$ cat config.mk
export PLATFORM = sky130hd
export DESIGN_NAME = pipe_ctrl
export DESIGN_NICKNAME = d
export VERILOG_FILES = /design/src/rtl/pipe_ctrl_pkg.sv /design/src/rtl/ctrl_wdog.sv /design/src/rtl/pipe_ctrl.sv
export SDC_FILE = /design/constraint.sdc
export NUM_CORES = 1
export LEC_CHECK = 0
export ABC_CLOCK_PERIOD_IN_PS = 4100
export CAP_MARGIN = 20
export CORE_UTILIZATION = 45
export DETAILED_ROUTE_END_ITERATION = 7
export PLACE_DENSITY = 0.93
export SLEW_MARGIN = 20
export SYNTH_ARGS = -nofsm -noshare
export SYNTH_HDL_FRONTEND = slang
export SYNTH_SLANG_ARGS = --single-unit
$ cat constraint.sdc
create_clock -name clk -period 4.1 [get_ports clk]
set_clock_uncertainty 0.2 [all_clocks]
set_input_delay 0.82 -clock clk [delete_from_list [all_inputs] [get_ports clk]]
set_output_delay 0.82 -clock clk [all_outputs]
set_load 0.05 [all_outputs]
$ cat src/rtl/pipe_ctrl_pkg.sv
// Shared definitions for the pipeline controller: stall-vector encodings,
// the ERET exception code, stop flags, FSM states and a stall priority encoder.
package pipe_ctrl_pkg;

  // Stall vectors, bit order {wb, mem, ex, id, if, pc}; 1 = hold stage.
  localparam logic [5:0] StallNone = 6'b000000;
  localparam logic [5:0] StallIf   = 6'b000011;
  localparam logic [5:0] StallId   = 6'b000111;
  localparam logic [5:0] StallEx   = 6'b001111;
  localparam logic [5:0] StallMem  = 6'b011111;

  localparam logic [4:0]  ExcEret  = 5'h0E;
  localparam logic        Stop     = 1'b1;
  localparam logic        NoStop   = 1'b0;
  localparam logic [31:0] ZeroWord = 32'h0000_0000;

  typedef enum logic [0:0] {
    StRun,
    StRecover
  } ctrl_state_e;

  // The deepest requesting stage wins: it and everything upstream of it hold.
  function automatic logic [5:0] stall_encode(input logic req_if, input logic req_id,
                                              input logic req_ex, input logic req_mem);
    logic [5:0] vec;
    if (req_mem == Stop) begin
      vec = StallMem;
    end else if (req_ex == Stop) begin
      vec = StallEx;
    end else if (req_id == Stop) begin
      vec = StallId;
    end else if (req_if == Stop) begin
      vec = StallIf;
    end else begin
      vec = StallNone;
    end
    return vec;
  endfunction

endpackage

$ cat src/rtl/ctrl_wdog.sv
// Stall watchdog and stall-cycle performance counter.
// Ports:
//   clk, rst      clock, synchronous active-high reset
//   stall_pc      stall[0] of the controller (pc held this cycle)
//   flush         pipeline flush this cycle; restarts the watchdog
//   wdog_timeout  one-cycle pulse on the WDOG_LIMIT-th consecutive stall cycle
//   stall_err     sticky timeout flag, cleared only by rst
//   stall_cycles  saturating count of cycles with stall_pc set
module ctrl_wdog #(
  parameter int unsigned WDOG_LIMIT = 1024
) (
  input  logic        clk,
  input  logic        rst,
  input  logic        stall_pc,
  input  logic        flush,
  output logic        wdog_timeout,
  output logic        stall_err,
  output logic [31:0] stall_cycles
);

  localparam int unsigned     CntW    = (WDOG_LIMIT > 2) ? $clog2(WDOG_LIMIT) : 1;
  localparam logic [CntW-1:0] LastCnt = CntW'(WDOG_LIMIT - 1);

  logic [CntW-1:0] wdog_cnt_q;
  logic            stalled;
  logic            hit;

  always_comb begin
    stalled      = stall_pc && !flush;
    // The counter holds the number of earlier stall cycles, so the limit is
    // reached when this cycle stalls with LIMIT-1 already counted.
    hit          = !rst && stalled && (wdog_cnt_q == LastCnt);
    wdog_timeout = hit;
  end

  always_ff @(posedge clk) begin
    if (rst) begin
      wdog_cnt_q   <= '0;
      stall_err    <= 1'b0;
      stall_cycles <= '0;
    end else begin
      if (!stalled || hit) begin
        wdog_cnt_q <= '0;
      end else begin
        wdog_cnt_q <= wdog_cnt_q + CntW'(1);
      end
      if (hit) begin
        stall_err <= 1'b1;
      end
      if (stall_pc && stall_cycles != 32'hFFFF_FFFF) begin
        stall_cycles <= stall_cycles + 32'd1;
      end
    end
  end

endmodule

$ cat src/rtl/pipe_ctrl.sv
// Central pipeline controller for the 5-stage core.
// Merges per-stage stall requests into the stall vector, sequences
// exception/ERET flushes with a redirect PC, and blocks further exceptions
// for RECOVER_CYCLES cycles after each flush.
// Ports:
//   clk, rst                 clock, synchronous active-high reset
//   stallreq_if/id/ex/mem    per-stage stall requests
//   excp_valid, excp_type    exception committed in MEM, code (5'h0E = ERET)
//   cp0_epc                  return address used for ERET
//   stall                    {wb,mem,ex,id,if,pc}, 1 = hold
//   flush, new_pc            flush pulse and redirect target
//   wdog_timeout, stall_err  watchdog pulse and sticky error
//   stall_cycles             saturating count of pc-stall cycles
module pipe_ctrl
  import pipe_ctrl_pkg::*;
#(
  parameter logic [31:0] EXC_VECTOR     = 32'h0000_0020,
  parameter int unsigned RECOVER_CYCLES = 2,
  parameter int unsigned WDOG_LIMIT     = 1024
) (
  input  logic        clk,
  input  logic        rst,
  input  logic        stallreq_if,
  input  logic        stallreq_id,
  input  logic        stallreq_ex,
  input  logic        stallreq_mem,
  input  logic        excp_valid,
  input  logic [4:0]  excp_type,
  input  logic [31:0] cp0_epc,
  output logic [5:0]  stall,
  output logic        flush,
  output logic [31:0] new_pc,
  output logic        wdog_timeout,
  output logic        stall_err,
  output logic [31:0] stall_cycles
);

  localparam logic [3:0] RecoverLoad = 4'(RECOVER_CYCLES);

  ctrl_state_e state_q;
  logic [3:0]  recover_cnt_q;
  logic        take;

  always_comb begin
    take = !rst && excp_valid && (state_q == StRun);
    if (rst || take) begin
      stall = StallNone;  // a flush discards whatever was stalling
    end else begin
      stall = stall_encode(stallreq_if, stallreq_id, stallreq_ex, stallreq_mem);
    end
    flush = take;
    if (take) begin
      new_pc = (excp_type == ExcEret) ? cp0_epc : EXC_VECTOR;
    end else begin
      new_pc = ZeroWord;
    end
  end

  always_ff @(posedge clk) begin
    if (rst) begin
      state_q       <= StRun;
      recover_cnt_q <= '0;
    end else begin
      unique case (state_q)
        StRun: begin
          if (take) begin
            state_q       <= StRecover;
            recover_cnt_q <= RecoverLoad;
          end
        end
        StRecover: begin
          if (recover_cnt_q == 4'd1) begin
            state_q       <= StRun;
            recover_cnt_q <= '0;
          end else begin
            recover_cnt_q <= recover_cnt_q - 4'd1;
          end
        end
        default: begin
          state_q       <= StRun;
          recover_cnt_q <= '0;
        end
      endcase
    end
  end

  ctrl_wdog #(
    .WDOG_LIMIT(WDOG_LIMIT)
  ) u_wdog (
    .clk         (clk),
    .rst         (rst),
    .stall_pc    (stall[0]),
    .flush       (flush),
    .wdog_timeout(wdog_timeout),
    .stall_err   (stall_err),
    .stall_cycles(stall_cycles)
  );

endmodule

==> flow_metrics.py, run 1 <==
metrics = {
    "yosys": {
        "synthDistinctLibCells": 46,
        "synth_top_area_cell": "dfxtp_1",
        "dominantRegCellSynth": "dfxtp_1",
        "synth_top_area_share_pct": 37.16,
        "synth_async_sr_flop_share_pct": 0,
        "netlist_instances": 318,
        "synth_edf_count": 0,
        "seq_area_frac_synth_pct": 37.16,
        "yosysWarnings": 0,
        "synthTopCellsByArea": "dfxtp_1, and2_1, a21oi_1",
        "ys_ff_latch": 48,
        "syn_nets": 366,
        "syn-cell-area_sq_mm": 0.002586,
        "synth.avg_cell_area_sq_um": 8.133,
    },
    "final_layout": {
        "layout_common_cells": "clkdlybuf4s50_1, dfxtp_1, buf_12",
        "num-nets-final": 475,
        "seqCellArea_sq_um": 960.9,
        "drive_above_1_share_pct": 15.42,
        "antenna_cells": 0,
        "area_delta_synth_final_pct": 64.01,
        "multi_input_area_sq_mm": 0.001498,
        "final_util_pct": 77.03,
        "final_cells": 500,
        "fillerInstances": 343,
        "final_common_cell": "clkdlybuf4s50_1",
    },
    "outcome": {
        "status": "completed",
    },
    "die": {
        "dieArea_sq_mm": 0.006054,
        "die_height_um": 77.81,
        "placementRows": 27,
        "die_x_um": 77.81,
        "start_util_pct": 46.97,
        "core_sq_mm": 0.005507,
        "ios": 117,
    },
    "timing": {
        "fin_crit_ns": 3.760,
        "final.setup.tns_ns": 0,
        "worst_pin_slew_ns": 0.8235,
        "hold_viol_final": 0,
        "period_share_pct": 91.70,
        "drv_slew": 0,
        "setup_viol": 0,
        "max_clock_freq_ghz": 0.2660,
        "rsz0062_at_grt": "false",
        "hold_slack_ns": 0.2687,
        "slew_headroom_pct": 44.86,
    },
    "placement": {
        "numPortBuffers": 115,
        "gp_congestion": 0.7894,
        "dp.cells": 492,
        "dp_hpwl_mm": 6.044,
    },
    "grt": {
        "grt_pass1_wl_mm": 12.56,
        "antenna_found_initial": 0,
        "overflow": 0,
        "grt_max_degree": 34,
        "grtUsageTotal_pct": 26.64,
        "grt_pass1_vias": 2673,
    },
    "setup_path": {
        "r2r_slack_ns": 1.28,
        "crit_path_start_kind": "primary input",
        "r2r_cells": 5,
        "path_class": "primary input to primary output",
        "critPathCaptureType": "primary output",
        "cp_data_required_time_ns": 3.08,
        "crit_fanout": 31,
        "crit_arrival_ns": 2.74,
    },
    "drt": {
        "drc": 0,
        "top_layer": "met4",
        "wl_met3_um": 491,
        "vias": 2785,
        "wl_met2_mm": 4.406,
        "drt_iter0_markers": 205,
        "ant_nets": 0,
        "vias_per_cell": 5.570,
        "drt-met1-wl_mm": 2.729,
        "drtPass1Iterations": 5,
        "wl_mm": 7.799,
        "wire_per_inst_um": 15.60,
    },
    "power": {
        "vdd_drop_max_mv": 0.1375,
        "totalPowerFinal_uw": 945.1,
        "leakagePower_uw": 0.001510,
        "power.density_mw_per_mm2": 222.8,
    },
    "run": {
        "cap_viol_max_count": 0,
    },
    "clock_tree": {
        "cts_sinks": 48,
        "cts_tree": "done",
        "cts.clk_slew.worst_paths_ns": 0.08,
        "cts_buffers": 5,
        "cts-root-buf": "clkbuf_8",
        "cts_setup_buffers": 0,
        "h-tree-depth": 2,
        "clk_latency_ns": 0.31,
        "cts_resized": 0,
        "cts_hold_buf": 0,
        "ctsLongestPathBuffers": 2,
    },
    "worst_hold_path": {
        "hold_depth": 1,
        "hold_class": "register to register",
    },
}
worst max-delay path: stages:
cell             delay [ns]
clkdlybuf4s50_1        0.54
nor2b_1                0.35
nand2_1                0.22
nor2_1                 0.15
buf_4                  0.24
and2_1                 0.26
buf_12                 0.16
flip-flops by register name, summed over array words and instances, names as in the netlist:
signal	count
u_wdog.stall_cycles	32
recover_cnt_q	4
u_wdog.stall_err	1
u_wdog.wdog_cnt_q	10
state_q	1
metrics by stage:
| stage | cell area (sq um) | setup WS, ns |
|---|---|---|
| after floorplan | 2586 | 0.6836 |
| after global placement | 4149 | 0.3394 |
| after detailed placement | 4149 | 0.3031 |
| after CTS | 4242 | 0.3043 |
| after global routing | 4242 | 0.1603 |
| final | 4242 | 0.3401 |
final cells by class:
class                           instances  share of cell area, %
Timing Repair Buffer                  118                  36.58
Multi-Input combinational cell        241                  35.31
Sequential cell                        48                  22.65
Tap cell                               72                  2.124
Clock buffer                            6                  1.947
Inverter                               13                  1.150
Clock inverter                          2                 0.2360
power by group:
| part | leakage, uW | internal [uW] | switching [uW] | total, uW |
|---|---|---|---|---|
| clock network | 0.0000510 | 135 | 158 | 292 |
| registers | 0.000388 | 476 | 11.9 | 488 |
| logic | 0.00107 | 81.7 | 83.3 | 165 |
| total | 0.00151 | 692 | 253 | 945 |
synthesized netlist by cell type, types with 3 or more instances:
master,number
buf_4,4
ha_1,4
inv_1,12
or3_1,10
buf_2,3
o31ai_1,12
a21oi_1,21
o21ai_0,12
dfxtp_1,48
and2_1,32
nor3_1,10
xnor2_1,4
or4_1,8
mux2_2,3
xor2_1,8
and4_1,3
nor2_1,28
nand4_1,10
nor4_1,5
nand2_1,20
o211ai_1,3
nand3_1,13
and3_1,3
nor2b_1,4
clkbuf_1,9
metal layers:
layer,vias to the layer above,global-route usage (%)
met5,-,0
met4,0,11.32
met3,13,5.529
met2,133,51.86
met1,1298,27.01
li1,1341,-
final timing paths:
path                                   startpoint                                   end
max reg2reg  u_wdog.stall_cycles[17]$_SDFFE_PP0P_  u_wdog.stall_cycles[31]$_SDFFE_PP0P_
min               u_wdog.wdog_cnt_q[0]$_SDFF_PP0_       u_wdog.wdog_cnt_q[0]$_SDFF_PP0_
max                                    excp_valid                            new_pc[31]
min reg2reg       u_wdog.wdog_cnt_q[0]$_SDFF_PP0_       u_wdog.wdog_cnt_q[0]$_SDFF_PP0_
logic make-up after synthesis:
| kind of cell | after synthesis | synth area share [%] |
|---|---|---|
| and+or+nand+nor | 162 | 35.66 |
| AOI/OAI and AO/OA | 57 | 14.03 |
| DFF | 48 | 37.16 |
| buffers and inverters | 29 | 4.934 |
| xor gates and xnor gates | 12 | 4.064 |
| muxes | 5 | 2.080 |
| adders and majority gates | 4 | 1.935 |
| other | 1 | 0.1450 |
Note: power is estimated with default switching activity, not from simulation.
==> run 2: changes to the inputs <==
--- a/config.mk
+++ b/config.mk
@@ -7,9 +7,10 @@
 export LEC_CHECK = 0
 export ABC_CLOCK_PERIOD_IN_PS = 4100
 export CAP_MARGIN = 20
-export CORE_UTILIZATION = 45
+export CORE_UTILIZATION = 46
+export CTS_BUF_LIST = sky130_fd_sc_hd__clkbuf_4
 export DETAILED_ROUTE_END_ITERATION = 7
-export PLACE_DENSITY = 0.93
+export PLACE_DENSITY = 0.94
 export SLEW_MARGIN = 20
 export SYNTH_ARGS = -nofsm -noshare
 export SYNTH_HDL_FRONTEND = slang
==> run 2 against run 1 <==
- final cell count decreased by 0.60%
- sequential cell count is the same
- worst hold slack better by 0.019 ns
- core utilization rose by 3.5 points
- sequential share of layout area about the same
- critical path depth unchanged
- die area decreased by 2.1%
- global-route usage increased by 0.79 points
- clock power grew 16%
- count of clock-buffer cells in the layout fell by 1
- combinational power hardly changed
- via count fell by 0.54%
==> flow_metrics.py, run 2 (synthesized netlist as in run 1, its figures left out) <==
metrics = {
    "clock_tree": {
        "cts_sinks": 48,
        "ctsLongestPathBuffers": 2,
        "cts.clk_slew.worst_paths_ns": 0.14,
        "clk_latency_ns": 0.38,
        "cts_setup_buffers": 0,
        "h-tree-depth": 2,
        "cts_resized": 0,
        "cts_buffers": 5,
        "cts_tree": "done",
        "cts-root-buf": "clkbuf_4",
        "cts_hold_buf": 0,
    },
    "timing": {
        "period_share_pct": 91.70,
        "hold_viol_final": 0,
        "final.setup.tns_ns": 0,
        "worst_pin_slew_ns": 0.9156,
        "setup_viol": 0,
        "drv_slew": 0,
        "rsz0062_at_grt": "false",
        "fin_crit_ns": 3.760,
        "max_clock_freq_ghz": 0.2660,
        "slew_headroom_pct": 38.69,
    },
    "grt": {
        "antenna_found_initial": 0,
        "grt_pass1_wl_mm": 12.86,
        "grtUsageTotal_pct": 27.44,
        "grt_max_degree": 34,
        "grt_pass1_vias": 2712,
        "overflow": 0,
    },
    "drt": {
        "drtPass1Iterations": 6,
        "wl_mm": 7.985,
        "vias_per_cell": 5.573,
        "vias": 2770,
        "drt_iter0_markers": 141,
        "ant_nets": 0,
        "drc": 0,
        "wire_per_inst_um": 16.07,
    },
    "power": {
        "leakagePower_uw": 0.001510,
        "vdd_drop_max_mv": 0.2177,
        "power.density_mw_per_mm2": 233.7,
    },
    "final_layout": {
        "final_cells": 497,
        "area_delta_synth_final_pct": 64.10,
        "antenna_cells": 0,
        "final_common_cell": "clkdlybuf4s50_1",
        "num-nets-final": 475,
        "fillerInstances": 316,
        "top_regs": "u_wdog.stall_cycles: 32 flops, u_wdog.wdog_cnt_q: 10 flops, recover_cnt_q: 4 flops",
        "regMostFlops": "u_wdog.stall_cycles",
        "drive_above_1_share_pct": 15.22,
        "largest_register_ffs": 32,
        "layout_common_cells": "clkdlybuf4s50_1, dfxtp_1, buf_12",
    },
    "die": {
        "die_height_um": 76.98,
        "dieArea_sq_mm": 0.005926,
        "ios": 117,
        "die_x_um": 76.98,
        "placementRows": 26,
        "start_util_pct": 49.07,
        "core_sq_mm": 0.005270,
    },
    "setup_path": {
        "critPathCaptureType": "primary output",
        "crit_fanout": 31,
        "crit_path_start_kind": "primary input",
        "path_class": "primary input to primary output",
        "crit_arrival_ns": 2.74,
        "cp_data_required_time_ns": 3.08,
        "r2r_slack_ns": 1.19,
    },
    "placement": {
        "dp.cells": 490,
        "numPortBuffers": 115,
        "dp_hpwl_mm": 6.140,
        "gp_congestion": 0.7640,
    },
    "run": {
        "cap_viol_max_count": 0,
    },
    "worst_hold_path": {
        "hold_class": "register to register",
    },
    "outcome": {
        "status": "completed",
    },
}
run 2: changes by cell type in the layout (fill, tap and decap cells not counted), sizes merged:
cell | previous run | this run
bufinv | 0 | 2
clkbuf | 6 | 5
clkinv | 3 | 1
run 2: routing by layer:
metal  share of wire (%)  GRT usage, %
met1                  37         29.31
met2                  56         53.84
met3                 5.2         4.286
met4                 1.9         9.245
met5                   0             0
run 2: where the power goes:
group | internal [uW] | switching [uW] | leakage (uW)
combinational | 81.4 | 81.5 | 0.00107
sequential | 476 | 13.1 | 0.000388
clock | 187 | 153 | 0.0000513
total | 744 | 247 | 0.00151
run 2: path summary, 6_finish.rpt:
path                                       start                              endpoint  depth (start not counted)
max                                 excp_type[1]                             new_pc[7]                          7
min              u_wdog.wdog_cnt_q[0]$_SDFF_PP0_       u_wdog.wdog_cnt_q[0]$_SDFF_PP0_                          1
max reg2reg  u_wdog.stall_cycles[0]$_SDFFE_PP0P_  u_wdog.stall_cycles[31]$_SDFFE_PP0P_                          6
min reg2reg      u_wdog.wdog_cnt_q[0]$_SDFF_PP0_       u_wdog.wdog_cnt_q[0]$_SDFF_PP0_                          1
run 2: critical path: stages:
cell,delay [ns]
clkdlybuf4s50_1,0.47
nand2_1,0.06
or4b_2,0.62
nor2_1,0.11
buf_4,0.25
and2_1,0.24
buf_12,0.16
run 2: final cells by class:
type	count	area (sq um)	area share, %
timing repair buffer	118	1551	36.56
sequential	48	960.9	22.64
inverter	13	48.80	1.150
tap	70	87.58	2.064
multi-input combinational	241	1498	35.29
clock inverter	2	60.06	1.415
clock buffer	5	37.54	0.8844
run 2: through the flow:
stage	util [%]	setup slack (ns)	hold slack [ns]	area [sq um]	power, uW
final	80.53	0.3403	0.2878	4244	991.6
after global routing	80.53	0.2320	0.3076	4244	1022
after CTS	80.53	0.3265	0.2891	4244	990.3
after detailed placement	78.68	0.3328	0.2570	4146	661.4
after global placement	78.68	0.3351	0.2431	4146	658.6
after floorplan	-	0.6836	0.2298	2586	577.9
==> run 3: changes to the inputs <==
--- a/config.mk
+++ b/config.mk
@@ -7,10 +7,10 @@
 export LEC_CHECK = 0
 export ABC_CLOCK_PERIOD_IN_PS = 4100
 export CAP_MARGIN = 20
-export CORE_UTILIZATION = 46
+export CORE_UTILIZATION = 37
 export CTS_BUF_LIST = sky130_fd_sc_hd__clkbuf_4
 export DETAILED_ROUTE_END_ITERATION = 7
-export PLACE_DENSITY = 0.94
+export PLACE_DENSITY = 0.8
 export SLEW_MARGIN = 20
 export SYNTH_ARGS = -nofsm -noshare
 export SYNTH_HDL_FRONTEND = slang
==> run 3 against run 2 <==
- wire length fell by 9.2%
- clock power fell by 38%
- sequential power about the same
- worst setup slack improved by 0.035 ns
- design area fell by 0.83%
- count of clock-buffer cells in the layout rose by 1
- largest cell class unchanged
==> flow_metrics.py, run 3 (synthesized netlist as in run 1, its figures left out) <==
metrics = {
    "clock_tree": {
        "h-tree-depth": 2,
        "ctsLongestPathBuffers": 2,
        "clk_latency_ns": 0.36,
        "cts.clk_slew.worst_paths_ns": 0.12,
        "cts_tree": "done",
        "cts_hold_buf": 0,
        "cts-root-buf": "clkbuf_4",
        "cts_sinks": 48,
        "cts_setup_buffers": 0,
        "cts_resized": 0,
        "cts_buffers": 5,
    },
    "placement": {
        "numPortBuffers": 115,
        "gp_congestion": 0.8082,
        "dp_hpwl_mm": 5.837,
        "dp.cells": 500,
    },
    "setup_path": {
        "cp_data_required_time_ns": 3.08,
        "rr_startpoint": "u_wdog.stall_cycles[12]$_SDFFE_PP0P_",
        "critPathCaptureType": "primary output",
        "r2r_slack_ns": 1.25,
        "critical_path.top_delay_family": "simple AND/OR/NAND/NOR gates",
        "cpPeakStageDelay_ns": 0.62,
        "crit_path_start_kind": "primary input",
        "cp-endpoint": "new_pc[9]",
        "worstPathCellList": "clkdlybuf4s50_1 > nand2_1 > or4b_2 > nor2_1 > buf_4 > and2_1 > buf_12",
        "worst-path-stages": 7,
        "path_class": "primary input to primary output",
        "reg2reg_to": "u_wdog.stall_cycles[22]$_SDFFE_PP0P_",
        "cp-startpoint": "excp_type[1]",
        "crit_arrival_ns": 2.70,
        "path_buf_inv": 3,
        "r2r_cells": 5,
        "slowest_stage": "or4b_2",
        "crit_fanout": 31,
    },
    "grt": {
        "antenna_found_initial": 0,
        "grt_pass1_vias": 2667,
        "grt_max_degree": 34,
        "overflow": 0,
        "grtUsageTotal_pct": 20.05,
        "grt_pass1_wl_mm": 11.73,
    },
    "timing": {
        "max_clock_freq_ghz": 0.2685,
        "final.setup.tns_ns": 0,
        "hold_slack_ns": 0.2825,
        "setup_viol": 0,
        "period_share_pct": 90.85,
        "rsz0062_at_grt": "false",
        "fin_crit_ns": 3.725,
        "worst_pin_slew_ns": 0.8699,
        "slew_headroom_pct": 41.75,
        "hold_viol_final": 0,
        "drv_slew": 0,
    },
    "final_layout": {
        "layout_common_cells": "clkdlybuf4s50_1, dfxtp_1, buf_12",
        "regMostFlops": "u_wdog.stall_cycles",
        "drive_above_1_share_pct": 15.22,
        "num-nets-final": 475,
        "largest_register_ffs": 32,
        "seqCellArea_sq_um": 960.9,
        "antenna_cells": 0,
        "area_delta_synth_final_pct": 62.75,
        "final_cells": 507,
        "multi_input_area_sq_mm": 0.001498,
        "fillerInstances": 584,
        "final_common_cell": "clkdlybuf4s50_1",
        "top_regs": "u_wdog.stall_cycles: 32 flops, u_wdog.wdog_cnt_q: 10 flops, recover_cnt_q: 4 flops",
    },
    "die": {
        "core_sq_mm": 0.006756,
        "die_height_um": 85.61,
        "ios": 117,
        "start_util_pct": 38.28,
        "die_x_um": 85.61,
        "placementRows": 30,
        "dieArea_sq_mm": 0.007328,
    },
    "outcome": {
        "status": "completed",
    },
    "drt": {
        "vias": 2745,
        "drc": 0,
        "wire_per_inst_um": 14.30,
        "vias_per_cell": 5.414,
        "drtPass1Iterations": 4,
        "drt_iter0_markers": 128,
        "wl_mm": 7.248,
        "ant_nets": 0,
    },
    "worst_hold_path": {
        "hold_class": "register to register",
    },
    "run": {
        "cap_viol_max_count": 0,
    },
    "power": {
        "vdd_drop_max_mv": 0.1141,
        "power.density_mw_per_mm2": 204.5,
        "leakagePower_uw": 0.001490,
    },
}
==> run 3: cell count changes in the layout (fill, tap and decap cells not counted), sizes merged <==
cell    previous run  this run
bufinv             2         0
clkbuf             5         6
clkinv             1         2
==> run 3: worst register-to-register path, stage by stage (launching register included) <==
cell and delay, ns:
dfxtp_1 0.47, nand4_2 0.22, or4_1 0.68, o211ai_1 0.76, nor4_1 0.12, mux2_2 0.30
==> run 3: through the flow <==
step / utilization, % / worst slack [ns] / total power (uW) / area, sq um
after floorplan: - / 0.6836 / 577.9 / 2586
after global placement: 61.56 / 0.3383 / 658.4 / 4159
after CTS: 62.30 / 0.3357 / 868.9 / 4209
after detailed placement: 61.56 / 0.3382 / 663.2 / 4159
after global routing: 62.30 / 0.1977 / 896.1 / 4209
final: 62.30 / 0.3753 / 860.6 / 4209
==> run 3: worst min path at each step <==
stage / depth (start not counted) / slack (ns) / end / from
2_1_floorplan: 1 / 0.23 / u_wdog.wdog_cnt_q[0]$_SDFF_PP0_ / u_wdog.wdog_cnt_q[0]$_SDFF_PP0_
3_3_place_gp: 1 / 0.24 / u_wdog.wdog_cnt_q[0]$_SDFF_PP0_ / u_wdog.wdog_cnt_q[0]$_SDFF_PP0_
3_5_place_dp: 1 / 0.27 / u_wdog.wdog_cnt_q[0]$_SDFF_PP0_ / u_wdog.wdog_cnt_q[0]$_SDFF_PP0_
4_1_cts: 1 / 0.30 / u_wdog.wdog_cnt_q[0]$_SDFF_PP0_ / u_wdog.wdog_cnt_q[0]$_SDFF_PP0_
5_1_grt: 1 / 0.32 / u_wdog.wdog_cnt_q[0]$_SDFF_PP0_ / u_wdog.wdog_cnt_q[0]$_SDFF_PP0_
6_report: 1 / 0.28 / u_wdog.wdog_cnt_q[0]$_SDFF_PP0_ / u_wdog.wdog_cnt_q[0]$_SDFF_PP0_
==> run 3: power by group <==
part / total [uW] / leakage, uW / internal [uW] / switching (uW)
clock network: 209 / 0.0000315 / 70.1 / 139
logic: 163 / 0.00107 / 81.7 / 81.6
registers: 488 / 0.000388 / 476 / 11.4
total: 861 / 0.00149 / 628 / 232
==> run 3: area by class of cell <==
| cell class | instances | share of cell area (%) |
|---|---|---|
| clock buffer | 6 | 1.070 |
| clock inverter | 1 | 0.1189 |
| inverter | 13 | 1.159 |
| multi-input combinational | 241 | 35.58 |
| sequential | 48 | 22.83 |
| tap | 80 | 2.378 |
| timing repair buffer | 118 | 36.86 |
==> run 3: layer usage <==
layer | up-vias | track usage, % | wire length, um
li1 | 1346 | - | -
met1 | 1270 | 20.95 | 2690
met2 | 111 | 37.82 | 3818
met3 | 18 | 4.331 | 476
met4 | 0 | 9.848 | 261
met5 | - | 0 | 0
